File: config.mk
export PLATFORM = sky130hd
export DESIGN_NAME = dm_cache_ctrl
export DESIGN_NICKNAME = d
export VERILOG_FILES = /design/src/rtl/cache_pkg.sv /design/src/rtl/cache_line_array.sv /design/src/rtl/dm_cache_ctrl.sv
export SDC_FILE = /design/constraint.sdc
export NUM_CORES = 1
export LEC_CHECK = 0
export CORE_UTILIZATION = 45
export CTS_CLUSTER_SIZE = 30
export DETAILED_ROUTE_END_ITERATION = 8
export GPL_TIMING_DRIVEN = 0
export PLACE_DENSITY = 0.64
export SYNTH_ARGS = -nofsm -noshare
export SYNTH_HDL_FRONTEND = slang
export SYNTH_HIERARCHICAL = 1
export SYNTH_SLANG_ARGS = --single-unit
export TNS_END_PERCENT = 10
File: constraint.sdc
create_clock -name clk -period 11.5 [get_ports clk]
set_input_delay 2.3 -clock clk [delete_from_list [all_inputs] [get_ports clk]]
set_output_delay 2.3 -clock clk [all_outputs]
set_load 0.005 [all_outputs]
File: src/rtl/cache_pkg.sv
// Shared types for the direct-mapped write-through cache controller:
// FSM state encoding, tag-width derivation and the line record layout.
package cache_pkg;

  typedef enum logic [2:0] {
    IDLE    = 3'd0,
    COMPARE = 3'd1,
    MEM_RD  = 3'd2,
    MEM_WR  = 3'd3,
    RESP    = 3'd4
  } cache_state_t;

  function automatic int tag_w(input int awidth, input int index_w);
    return awidth - index_w;
  endfunction

  localparam int DEF_AWIDTH  = 9;
  localparam int DEF_DWIDTH  = 32;
  localparam int DEF_INDEX_W = 5;
  localparam int DEF_TAG_W   = tag_w(DEF_AWIDTH, DEF_INDEX_W);

  // Line record at the default geometry; the array stores the same fields per line.
  typedef struct packed {
    logic                  valid;
    logic [DEF_TAG_W-1:0]  tag;
    logic [DEF_DWIDTH-1:0] data;
  } cache_line_t;

endpackage

File: src/rtl/cache_line_array.sv
// Flop-based one-word-per-line storage: combinational read by index, synchronous
// fill (valid+tag+data) or data-only update; reset clears only the valid bits.
module cache_line_array #(
  parameter int INDEX_W = 5,
  parameter int TAG_W   = 4,
  parameter int DWIDTH  = 32
) (
  input  logic               clk,
  input  logic               reset_n,
  input  logic [INDEX_W-1:0] rd_idx,
  output logic               rd_valid,
  output logic [TAG_W-1:0]   rd_tag,
  output logic [DWIDTH-1:0]  rd_data,
  input  logic [INDEX_W-1:0] wr_idx,
  input  logic               fill_en,
  input  logic               data_en,
  input  logic [TAG_W-1:0]   wr_tag,
  input  logic [DWIDTH-1:0]  wr_data
);

  localparam int NLINES = 1 << INDEX_W;

  logic [NLINES-1:0] valid_q, valid_d;
  logic [TAG_W-1:0]  tag_q  [NLINES];
  logic [TAG_W-1:0]  tag_d  [NLINES];
  logic [DWIDTH-1:0] data_q [NLINES];
  logic [DWIDTH-1:0] data_d [NLINES];

  assign rd_valid = valid_q[rd_idx];
  assign rd_tag   = tag_q[rd_idx];
  assign rd_data  = data_q[rd_idx];

  always_comb begin
    valid_d = valid_q;
    tag_d   = tag_q;
    data_d  = data_q;
    if (fill_en) begin
      valid_d[wr_idx] = 1'b1;
      tag_d[wr_idx]   = wr_tag;
    end
    if (fill_en || data_en) begin
      data_d[wr_idx] = wr_data;
    end
  end

  // Reset wins over a simultaneous fill so a dropped miss never leaves a valid line.
  always_ff @(posedge clk) begin
    tag_q  <= tag_d;
    data_q <= data_d;
    if (!reset_n) begin
      valid_q <= '0;
    end else begin
      valid_q <= valid_d;
    end
  end

endmodule

File: src/rtl/dm_cache_ctrl.sv
// Direct-mapped, write-through, no-write-allocate cache controller with saturating
// hit/miss counters. Read hit acks 1 cycle after accept; misses and writes ack after 3.
module dm_cache_ctrl
  import cache_pkg::*;
#(
  parameter int AWIDTH  = 9,
  parameter int DWIDTH  = 32,
  parameter int INDEX_W = 5,
  parameter int CNT_W   = 16
) (
  input  logic              clk,
  input  logic              reset_n,
  input  logic              cpu_req,
  input  logic              cpu_we,
  input  logic [AWIDTH-1:0] cpu_addr,
  input  logic [DWIDTH-1:0] cpu_wdata,
  output logic              cpu_ack,
  output logic [DWIDTH-1:0] cpu_rdata,
  output logic              rd_mem,
  output logic              wr_mem,
  output logic [AWIDTH-1:0] addr_mem,
  output logic [DWIDTH-1:0] mem_wdata,
  input  logic [DWIDTH-1:0] mem_rdata,
  output logic [CNT_W-1:0]  hit_cnt,
  output logic [CNT_W-1:0]  miss_cnt
);

  localparam int TAG_W = tag_w(AWIDTH, INDEX_W);

  cache_state_t      state_q, state_d;
  logic              we_q, we_d;
  logic [AWIDTH-1:0] addr_q, addr_d;
  logic [DWIDTH-1:0] wdata_q, wdata_d;
  logic [CNT_W-1:0]  hit_cnt_q, hit_cnt_d;
  logic [CNT_W-1:0]  miss_cnt_q, miss_cnt_d;

  logic [INDEX_W-1:0] idx;
  logic [TAG_W-1:0]   tag;
  logic               line_valid;
  logic [TAG_W-1:0]   line_tag;
  logic [DWIDTH-1:0]  line_data;
  logic               hit;
  logic               fill_en;
  logic               data_en;
  logic [DWIDTH-1:0]  line_wdata;

  function automatic logic [CNT_W-1:0] sat_inc(input logic [CNT_W-1:0] v);
    return (v == '1) ? v : v + CNT_W'(1);
  endfunction

  assign idx        = addr_q[INDEX_W-1:0];
  assign tag        = addr_q[AWIDTH-1:INDEX_W];
  assign hit        = line_valid && (line_tag == tag);
  assign line_wdata = fill_en ? mem_rdata : wdata_q;
  assign hit_cnt    = hit_cnt_q;
  assign miss_cnt   = miss_cnt_q;

  cache_line_array #(
    .INDEX_W (INDEX_W),
    .TAG_W   (TAG_W),
    .DWIDTH  (DWIDTH)
  ) u_lines (
    .clk      (clk),
    .reset_n  (reset_n),
    .rd_idx   (idx),
    .rd_valid (line_valid),
    .rd_tag   (line_tag),
    .rd_data  (line_data),
    .wr_idx   (idx),
    .fill_en  (fill_en),
    .data_en  (data_en),
    .wr_tag   (tag),
    .wr_data  (line_wdata)
  );

  // Memory-side outputs depend only on state_q and the latched request.
  always_comb begin
    state_d    = state_q;
    we_d       = we_q;
    addr_d     = addr_q;
    wdata_d    = wdata_q;
    hit_cnt_d  = hit_cnt_q;
    miss_cnt_d = miss_cnt_q;
    cpu_ack    = 1'b0;
    cpu_rdata  = '0;
    rd_mem     = 1'b0;
    wr_mem     = 1'b0;
    addr_mem   = '0;
    mem_wdata  = '0;
    fill_en    = 1'b0;
    data_en    = 1'b0;
    case (state_q)
      IDLE: begin
        if (cpu_req) begin
          we_d    = cpu_we;
          addr_d  = cpu_addr;
          wdata_d = cpu_wdata;
          state_d = COMPARE;
        end
      end
      COMPARE: begin
        if (hit) hit_cnt_d = sat_inc(hit_cnt_q);
        else     miss_cnt_d = sat_inc(miss_cnt_q);
        if (we_q) begin
          data_en = hit;
          state_d = MEM_WR;
        end else if (hit) begin
          cpu_ack   = 1'b1;
          cpu_rdata = line_data;
          state_d   = IDLE;
        end else begin
          state_d = MEM_RD;
        end
      end
      MEM_RD: begin
        rd_mem   = 1'b1;
        addr_mem = addr_q;
        fill_en  = 1'b1;
        state_d  = RESP;
      end
      MEM_WR: begin
        wr_mem    = 1'b1;
        addr_mem  = addr_q;
        mem_wdata = wdata_q;
        state_d   = RESP;
      end
      RESP: begin
        cpu_ack = 1'b1;
        if (!we_q) cpu_rdata = line_data;
        state_d = IDLE;
      end
      default: state_d = IDLE;
    endcase
  end

  always_ff @(posedge clk) begin
    if (!reset_n) begin
      state_q    <= IDLE;
      we_q       <= 1'b0;
      addr_q     <= '0;
      wdata_q    <= '0;
      hit_cnt_q  <= '0;
      miss_cnt_q <= '0;
    end else begin
      state_q    <= state_d;
      we_q       <= we_d;
      addr_q     <= addr_d;
      wdata_q    <= wdata_d;
      hit_cnt_q  <= hit_cnt_d;
      miss_cnt_q <= miss_cnt_d;
    end
  end

endmodule

==> results of run 1 <==
[where the power goes]
group          total (mW)  internal (mW)  switching, mW
combinational       0.717          0.237          0.480
sequential           5.09           5.07         0.0234
clock                4.24           2.51           1.73
total                10.0           7.81           2.24
[worst max-delay path by stage]
stage	endpoint	slack, ns	startpoint
6_report	cpu_rdata[29]	2.21	addr_q[0]
5_1_grt	cpu_rdata[0]	2.17	addr_q[0]
4_1_cts	cpu_rdata[0]	2.39	addr_q[0]
3_5_place_dp	cpu_rdata[0]	3.28	addr_q[0]
3_3_place_gp	u_lines/data_q[590]	2.32	addr_q[0]
2_1_floorplan	cpu_rdata[16]	6.48	addr_q[1]
[state kept, by name, indices dropped and copies added (netlist names)]
signal / flops
state_q: 3
addr_q: 9
u_lines/valid_q: 32
u_lines/tag_q: 128
miss_cnt: 16
u_lines/data_q: 1024
we_q: 1
wdata_q: 32
hit_cnt: 16
[metal layers]
| layer | part of all wire, % | vias to the layer above |
|---|---|---|
| li1 | - | 12933 |
| met4 | 2.5 | 0 |
| met3 | 8.2 | 199 |
| met2 | 47 | 1269 |
| met1 | 42 | 14912 |
| met5 | 0 | - |
[cells in the final DEF (no fill, tap or decap), types with 6 or more instances in the layout]
cell / n
sky130_fd_sc_hd__a21boi_0: 43
sky130_fd_sc_hd__a21oi_1: 113
sky130_fd_sc_hd__a22o_1: 74
sky130_fd_sc_hd__a22oi_1: 111
sky130_fd_sc_hd__a31oi_1: 37
sky130_fd_sc_hd__and2_1: 50
sky130_fd_sc_hd__and2_2: 20
sky130_fd_sc_hd__and3_1: 39
sky130_fd_sc_hd__buf_12: 26
sky130_fd_sc_hd__buf_16: 6
sky130_fd_sc_hd__buf_2: 47
sky130_fd_sc_hd__buf_4: 29
sky130_fd_sc_hd__buf_6: 32
sky130_fd_sc_hd__bufinv_16: 10
sky130_fd_sc_hd__clkbuf_1: 107
sky130_fd_sc_hd__clkbuf_16: 139
sky130_fd_sc_hd__clkbuf_8: 11
sky130_fd_sc_hd__clkdlybuf4s50_1: 184
sky130_fd_sc_hd__clkinv_1: 23
sky130_fd_sc_hd__clkinv_2: 19
sky130_fd_sc_hd__dfxtp_1: 108
sky130_fd_sc_hd__edfxtp_1: 1152
sky130_fd_sc_hd__inv_6: 6
sky130_fd_sc_hd__mux2_2: 32
sky130_fd_sc_hd__mux2i_1: 598
sky130_fd_sc_hd__nand2_1: 220
sky130_fd_sc_hd__nand2b_1: 8
sky130_fd_sc_hd__nand3_1: 131
sky130_fd_sc_hd__nand4_1: 9
sky130_fd_sc_hd__nor2_1: 40
sky130_fd_sc_hd__nor2_4: 33
sky130_fd_sc_hd__nor3_1: 40
sky130_fd_sc_hd__o21a_1: 34
sky130_fd_sc_hd__xnor2_1: 19
sky130_fd_sc_hd__xor2_1: 9
[per-stage QoR]
| step | setup slack, ns | instance area (µm²) |
|---|---|---|
| CTS | 2.392 | 59590 |
| global placement | 2.323 | 54280 |
| floorplan | 6.477 | 50580 |
| detailed placement | 3.282 | 55260 |
| global route | 2.171 | 59590 |
| finish | 2.215 | 59600 |
[cell type report]
type / count / area [µm²] / share of cell area (%)
Sequential cell: 1261 / 36780 / 61.70
Multi-Input combinational cell: 1705 / 12900 / 21.64
Clock buffer: 178 / 3735 / 6.266
Timing Repair Buffer: 219 / 2565 / 4.303
Tap cell: 1488 / 1862 / 3.124
Buffer: 194 / 1151 / 1.931
Clock inverter: 63 / 601.8 / 1.010
Antenna cell: 4 / 10.01 / 0.01679
Inverter: 1 / 3.754 / 0.006298
[cell families after synthesis]
logic type,Yosys count
flops,1261
buf+inv,195
mux,630
simple gates,628
xor+xnor,28
fa+ha+maj,2
compound gates,417
[Yosys cell counts (3+ instances only)]
| cell type | n |
|---|---|
| sky130_fd_sc_hd__nand3b_1 | 5 |
| sky130_fd_sc_hd__a22oi_1 | 111 |
| sky130_fd_sc_hd__nand2b_1 | 8 |
| sky130_fd_sc_hd__a22o_1 | 74 |
| sky130_fd_sc_hd__nor2_1 | 72 |
| sky130_fd_sc_hd__buf_6 | 32 |
| sky130_fd_sc_hd__nand3_1 | 131 |
| sky130_fd_sc_hd__nand4_1 | 9 |
| sky130_fd_sc_hd__xnor2_1 | 19 |
| sky130_fd_sc_hd__edfxtp_1 | 1152 |
| sky130_fd_sc_hd__buf_1 | 3 |
| sky130_fd_sc_hd__buf_4 | 28 |
| sky130_fd_sc_hd__a21boi_0 | 43 |
| sky130_fd_sc_hd__and2_2 | 20 |
| sky130_fd_sc_hd__and4_1 | 4 |
| sky130_fd_sc_hd__or3b_1 | 3 |
| sky130_fd_sc_hd__clkbuf_1 | 79 |
| sky130_fd_sc_hd__buf_2 | 47 |
| sky130_fd_sc_hd__o21a_1 | 34 |
| sky130_fd_sc_hd__mux2i_1 | 598 |
| sky130_fd_sc_hd__clkbuf_2 | 3 |
| sky130_fd_sc_hd__and3_1 | 39 |
| sky130_fd_sc_hd__a31oi_1 | 37 |
| sky130_fd_sc_hd__nand2_1 | 220 |
| sky130_fd_sc_hd__and2_1 | 50 |
| sky130_fd_sc_hd__nor3_1 | 40 |
| sky130_fd_sc_hd__xor2_1 | 9 |
| sky130_fd_sc_hd__nor4_1 | 5 |
| sky130_fd_sc_hd__a21oi_1 | 113 |
| sky130_fd_sc_hd__mux2_2 | 32 |
| sky130_fd_sc_hd__dfxtp_1 | 109 |
[worst register-to-register path: stages, from the launching register on]
cell                       delay, ns
sky130_fd_sc_hd__dfxtp_1        0.66
sky130_fd_sc_hd__nor2b_2        0.42
sky130_fd_sc_hd__buf_4          0.33
sky130_fd_sc_hd__clkbuf_1       0.74
sky130_fd_sc_hd__a22oi_1        0.33
sky130_fd_sc_hd__a31oi_1        0.43
sky130_fd_sc_hd__nand3_1        0.17
sky130_fd_sc_hd__xnor2_1        0.21
sky130_fd_sc_hd__nand3_2        0.24
sky130_fd_sc_hd__nor3b_2        0.59
sky130_fd_sc_hd__and2_1         0.33
sky130_fd_sc_hd__nor2_1         0.10
sky130_fd_sc_hd__or3b_2         0.44
sky130_fd_sc_hd__clkbuf_1       0.46
sky130_fd_sc_hd__nor2_4         0.85
sky130_fd_sc_hd__buf_12         0.29
==> metrics.txt, run 1 <==
total overflow reported by the global router=0; multiplexer fraction of the synthesized cell area=12.55%; fin crit period=9.285 ns; worst hold-check path type=flop to flop; PD cells=approximately 170 mW/mm²; count of antenna-violating nets left after detailed routing=0; Max stage delay cell, worst path=sky130_fd_sc_hd__a211oi_4; final total negative setup slack=0 ns; post-layout power=10.05 mW; leakage=between 15 and 20 nW; clock edge transition at the registers on the reported setup and hold paths=roughly 0.06 ns; syn_nets=~3.2k; total number of clock tree sinks=between 1k and 1.5k; final count of negative-setup-slack endpoints=0; Netlist Area Pre-Place=between 0.05 and 0.06 mm²; number of buffers and inverters on the critical path=4; post-synthesis average cell area=between 15 and 20 µm²; maximum root-to-sink buffer count=3; maxcap violations=0; GP Congestion=between 0.8 and 0.9; kind of end point of the critical path=primary output; Die W=between 300 and 400 µm; total of cells resized after clock tree synthesis=0; TritonRoute pass-1 iters=5; vias after detailed routing=29.31k; number of stages on the worst setup path=14; Post-Synthesis Cells=approximately 3.2k; Detailed Route WL=~140000 µm; Period Utilization, post-route=roughly 81%; maximum operating frequency=approximately 0.11 GHz; Post-Synth XOR/XNOR Area=less than 1%; simple-gate share of the synthesized area=about 6.2%; reg-to-reg startpoint=addr_q[0]; Critical R2R Capture=u_lines/data_q[587]; largest family of logic cells by synthesized area=multiplexers; share of final-layout standard cells stronger than drive strength 1=roughly 12%; largest net degree at the start of global routing=36; Synth async-reset ratio=0%; wire length of the first global-routing pass=about 200000 µm; Core Box Area=roughly 0.11 mm²; largest fanout on the critical path=11; synthesis-to-finish area growth=17.85%; global-route track usage on met2=39.44%; final clock skew=~0.026 ns; number of synthesis warnings=6; final-stage net count=between 3k and 4k; Worst EP required=about 9 ns; register-to-register setup slack=4.57 ns; Min-Delay Startpoint=u_lines/valid_q[3]; quantity of I/O buffers inserted on ports=~180; starting density of the core=between 40% and 50%; instance count along the most critical hold path=1; met3 global-route usage=between 5 and 6%; Worst Setup Start Kind=flop; terminating pin of the worst hold path=u_lines/valid_q[3]; hold_buf cts=0; vias in the first global route=approximately 29k; flop and latch count out of synthesis=roughly 1.3k; area fraction in compound gates after synthesis=5.752%; Post-synth EDFFs=1152; io pins=185; part of the Yosys area used for sequential elements=around 73%; CP delay by family, top=buffers and inverters; status=finished, final reports clean; Final Non-Filler Cells=~5.1k; largest cells by area after synthesis=sky130_fd_sc_hd__edfxtp_1, sky130_fd_sc_hd__mux2i_1, sky130_fd_sc_hd__dfxtp_1, sky130_fd_sc_hd__a22oi_1, sky130_fd_sc_hd__nand2_1; total die area=~0.11 mm²; Synth area leader=sky130_fd_sc_hd__edfxtp_1; Synth Area in Adders=0.04948%; IR Drop Worst-Case VDD=around 0.10 mV; most used flip-flop cell after synthesis=sky130_fd_sc_hd__edfxtp_1; CTS H-Tree Depth=4; initial antenna violation count=5; arrival time of the worst setup path=roughly 7.0 ns; cell chain of the critical path=nor2b_2 -> buf_4 -> clkbuf_1 -> a22oi_1 -> a31oi_1 -> nand3_1 -> xnor2_1 -> nand3_2 -> nor2_4 -> nand3b_4 -> a211oi_4 -> clkbuf_2 -> and2_2 -> clkdlybuf4s50_1; total routing resource utilization after global routing=about 24%; post-DR vias/cell=between 5 and 6; Slew Limit Fails=0; met1 capacity usage during global routing=approximately 33%; clock tree from TritonCTS=done; count of endpoints failing hold in the final timing report=0; share of the synthesized area in the top cell type=between 60 and 70%; Filler Cells Inserted=a little under 9k; hold slack=around 0.46 ns; final core area utilization=a little over half; library cells used by synthesis=58; headroom to the max-slew limit=11.81%; post-DP HPWL=between 90000 and 100000 µm; Std-Cell Rows=122; Chip Height=between 300 and 400 µm; critical path class=flop to primary output; unrepaired setup endpoints after global routing=no; dpl cells=about 4.9k; number of DRC violations after detailed-routing iteration 0=3147; remaining design rule violation count=0; Num CTS Buffers=between 100 and 150; Clock Latency Late Sink=~0.74 ns; worst-margin pin slew=1.323 ns; clock root buffer master=sky130_fd_sc_hd__clkbuf_16; logic depth of the worst register-to-register path=15; Routed WL per cell=about 27 µm; post-CTS setup buffers=0; gr busiest metal=met2; peak per-stage delay on the critical path=roughly 0.75 ns
Note: power is estimated with default switching activity, not from simulation.
==> run 2: changes to the inputs <==
- clock period: 11.5 -> 8.6 ns (I/O delays scaled with it)
==> run 2 against run 1 <==
Worst setup slack got worse by 2.0 ns. Wire length about the same. Combinational power increased by 33%.
==> metrics.txt, run 2 (synthesis gave the netlist of run 1 again) <==
headroom to the max-slew limit=approximately an eighth; largest fanout on the critical path=19; number of DRC violations after detailed-routing iteration 0=slightly above 3k; Final Non-Filler Cells=5108; arrival time of the worst setup path=~6.6 ns; Worst Setup Start Kind=flop; internal power consumption=10.44 mW; kind of end point of the critical path=primary output; Routed WL per cell=roughly 27 µm; maximum operating frequency=around 0.12 GHz; clock tree from TritonCTS=done; Critical Path Start=addr_q[0]; hold_buf cts=0; worst-margin pin slew=about 1.3 ns; count of antenna-violating nets left after detailed routing=0; total routing resource utilization after global routing=24.45%; critical path class=flop to primary output; Clock Latency Late Sink=~0.75 ns; Num CTS Buffers=133; total of cells resized after clock tree synthesis=0; Std-Cell Rows=roughly 120; vias in the first global route=about 29k; proportion of power drawn by flip-flops and latches=50.7%; IR Drop Worst-Case VDD=0.1398 mV; largest net degree at the start of global routing=36; total overflow reported by the global router=0; CTS H-Tree Depth=4; post-DR vias/cell=5.740; remaining design rule violation count=0; maxcap violations=0; Worst EP required=around 6.9 ns; vias after detailed routing=29.32k; PD cells=between 200 and 250 mW/mm²; final clock skew=0.02921 ns; register name with the most flops=u_lines/data_q; status=finished, final reports clean; Slew Limit Fails=0; share of final-layout standard cells stronger than drive strength 1=between 10% and 20%; GP Congestion=approximately 0.86; final-stage net count=approximately 3.6k; reg-to-reg startpoint=addr_q[0]; Detailed Route WL=between 100000 and 150000 µm; final count of negative-setup-slack endpoints=0; register-to-register setup slack=2.00 ns; Critical path destination=cpu_rdata[29]; hold slack=between 0.4 and 0.5 ns; worst hold-check path type=flop to flop; Die W=337.3 µm; unrepaired setup endpoints after global routing=no; post-CTS setup buffers=0; Critical R2R Capture=u_lines/data_q[590]; clock edge transition at the registers on the reported setup and hold paths=~0.06 ns; quantity of I/O buffers inserted on ports=184; biggest registers after layout=u_lines/data_q x1024, u_lines/tag_q x128; clock root buffer master=sky130_fd_sc_hd__clkbuf_16; total number of clock tree sinks=about 1.3k; io pins=roughly 190; fraction of power consumed by the clock network=between 40% and 50%; maximum root-to-sink buffer count=3; synthesis-to-finish area growth=17.82%; starting density of the core=a little under half; fin crit period=roughly 8.4 ns; Switching Share=roughly 22%; post-layout power=between 10 and 15 mW; combinational share of power=7.1%; final worst setup slack=0.2371 ns; Chip Height=approximately 340 µm; initial antenna violation count=5; total die area=between 0.1 and 0.15 mm²; Post-Place Worst Slack=~0.96 ns; logic depth of the worst register-to-register path=16; highest-count cells in the layout ignoring fill and taps=sky130_fd_sc_hd__edfxtp_1, sky130_fd_sc_hd__mux2i_1, sky130_fd_sc_hd__nand2_1; dpl cells=between 4k and 5k; TritonRoute pass-1 iters=5; count of endpoints failing hold in the final timing report=0; leakage=between 15 and 20 nW; power dissipated by switching net loads=~3 mW; wire length of the first global-routing pass=just under 200000 µm; Core Box Area=roughly 0.11 mm²; post-DP HPWL=~92000 µm; max FFs per register=between 1k and 1.5k; Period Utilization, post-route=97.24%; final total negative setup slack=0 ns; commonest non-fill, non-tap cell in the layout=sky130_fd_sc_hd__edfxtp_1
-- run 2: changes by cell type in the layout (fill, tap and decap cells not counted) --
cell,change
sky130_fd_sc_hd__clkbuf_1,-2
sky130_fd_sc_hd__diode_2,-3
-- run 2: cell type report --
type / instances / area (µm²)
fill: 8819 / 51390
sequential: 1261 / 36780
multi-input combinational: 1705 / 12900
clock buffer: 178 / 3735
timing repair buffer: 219 / 2565
tap: 1488 / 1862
buffer: 192 / 1144
clock inverter: 63 / 601.8
inverter: 1 / 3.754
antenna: 1 / 2.502
-- run 2: worst min-delay path by stage --
stage                        startpoint                  end  slack (ns)  cells past startpoint
floorplan            u_lines/valid_q[0]   u_lines/valid_q[0]        0.44                      1
global placement    u_lines/valid_q[23]  u_lines/valid_q[23]        0.45                      1
detailed placement  u_lines/valid_q[27]  u_lines/valid_q[27]        0.45                      1
CTS                 u_lines/valid_q[10]  u_lines/valid_q[10]        0.47                      1
global route        u_lines/valid_q[10]  u_lines/valid_q[10]        0.48                      1
finish               u_lines/valid_q[3]   u_lines/valid_q[3]        0.46                      1
-- run 2: layer usage --
layer  global-route usage (%)  up-vias  share of wire, %
li1                         -    12918                 -
met1                    33.29    14943                42
met2                    39.44     1260                47
met3                    5.053      198               8.1
met4                    7.447        0               2.5
met5                        0        -                 0
-- run 2: stage by stage --
step | instance area [µm²] | util, %
6_report | 59590 | 53.70
5_1_grt | 59590 | 53.69
4_1_cts | 59590 | 53.70
3_5_place_dp | 55260 | 49.79
3_3_place_gp | 54280 | 48.91
2_1_floorplan | 50580 | -
-- run 2: power by group through the flow --
| stage | logic (mW) | registers, mW | clock network, mW |
|---|---|---|---|
| 2_1_floorplan | 0.562 | 6.92 | 0 |
| 3_3_place_gp | 0.931 | 6.93 | 0 |
| 3_5_place_dp | 0.953 | 6.93 | 0 |
| 4_1_cts | 0.957 | 6.80 | 5.74 |
| 5_1_grt | 1.01 | 6.81 | 5.97 |
| 6_report | 0.956 | 6.80 | 5.67 |
-- run 2: worst max-delay path, cell delays in order, from the launching register on --
cell and delay (ns):
sky130_fd_sc_hd__dfxtp_1 0.63, sky130_fd_sc_hd__nor2b_2 0.41, sky130_fd_sc_hd__buf_4 0.42, sky130_fd_sc_hd__buf_2 0.52, sky130_fd_sc_hd__a22o_1 0.23, sky130_fd_sc_hd__nor3_1 0.09
sky130_fd_sc_hd__a31oi_1 0.32, sky130_fd_sc_hd__nand3_1 0.14, sky130_fd_sc_hd__xnor2_1 0.19, sky130_fd_sc_hd__nand2_1 0.24, sky130_fd_sc_hd__nor2_4 0.32, sky130_fd_sc_hd__nand3b_4 0.12
sky130_fd_sc_hd__a211oi_4 0.75, sky130_fd_sc_hd__clkbuf_2 0.67, sky130_fd_sc_hd__and2_2 0.28, sky130_fd_sc_hd__clkdlybuf4s50_1 0.50
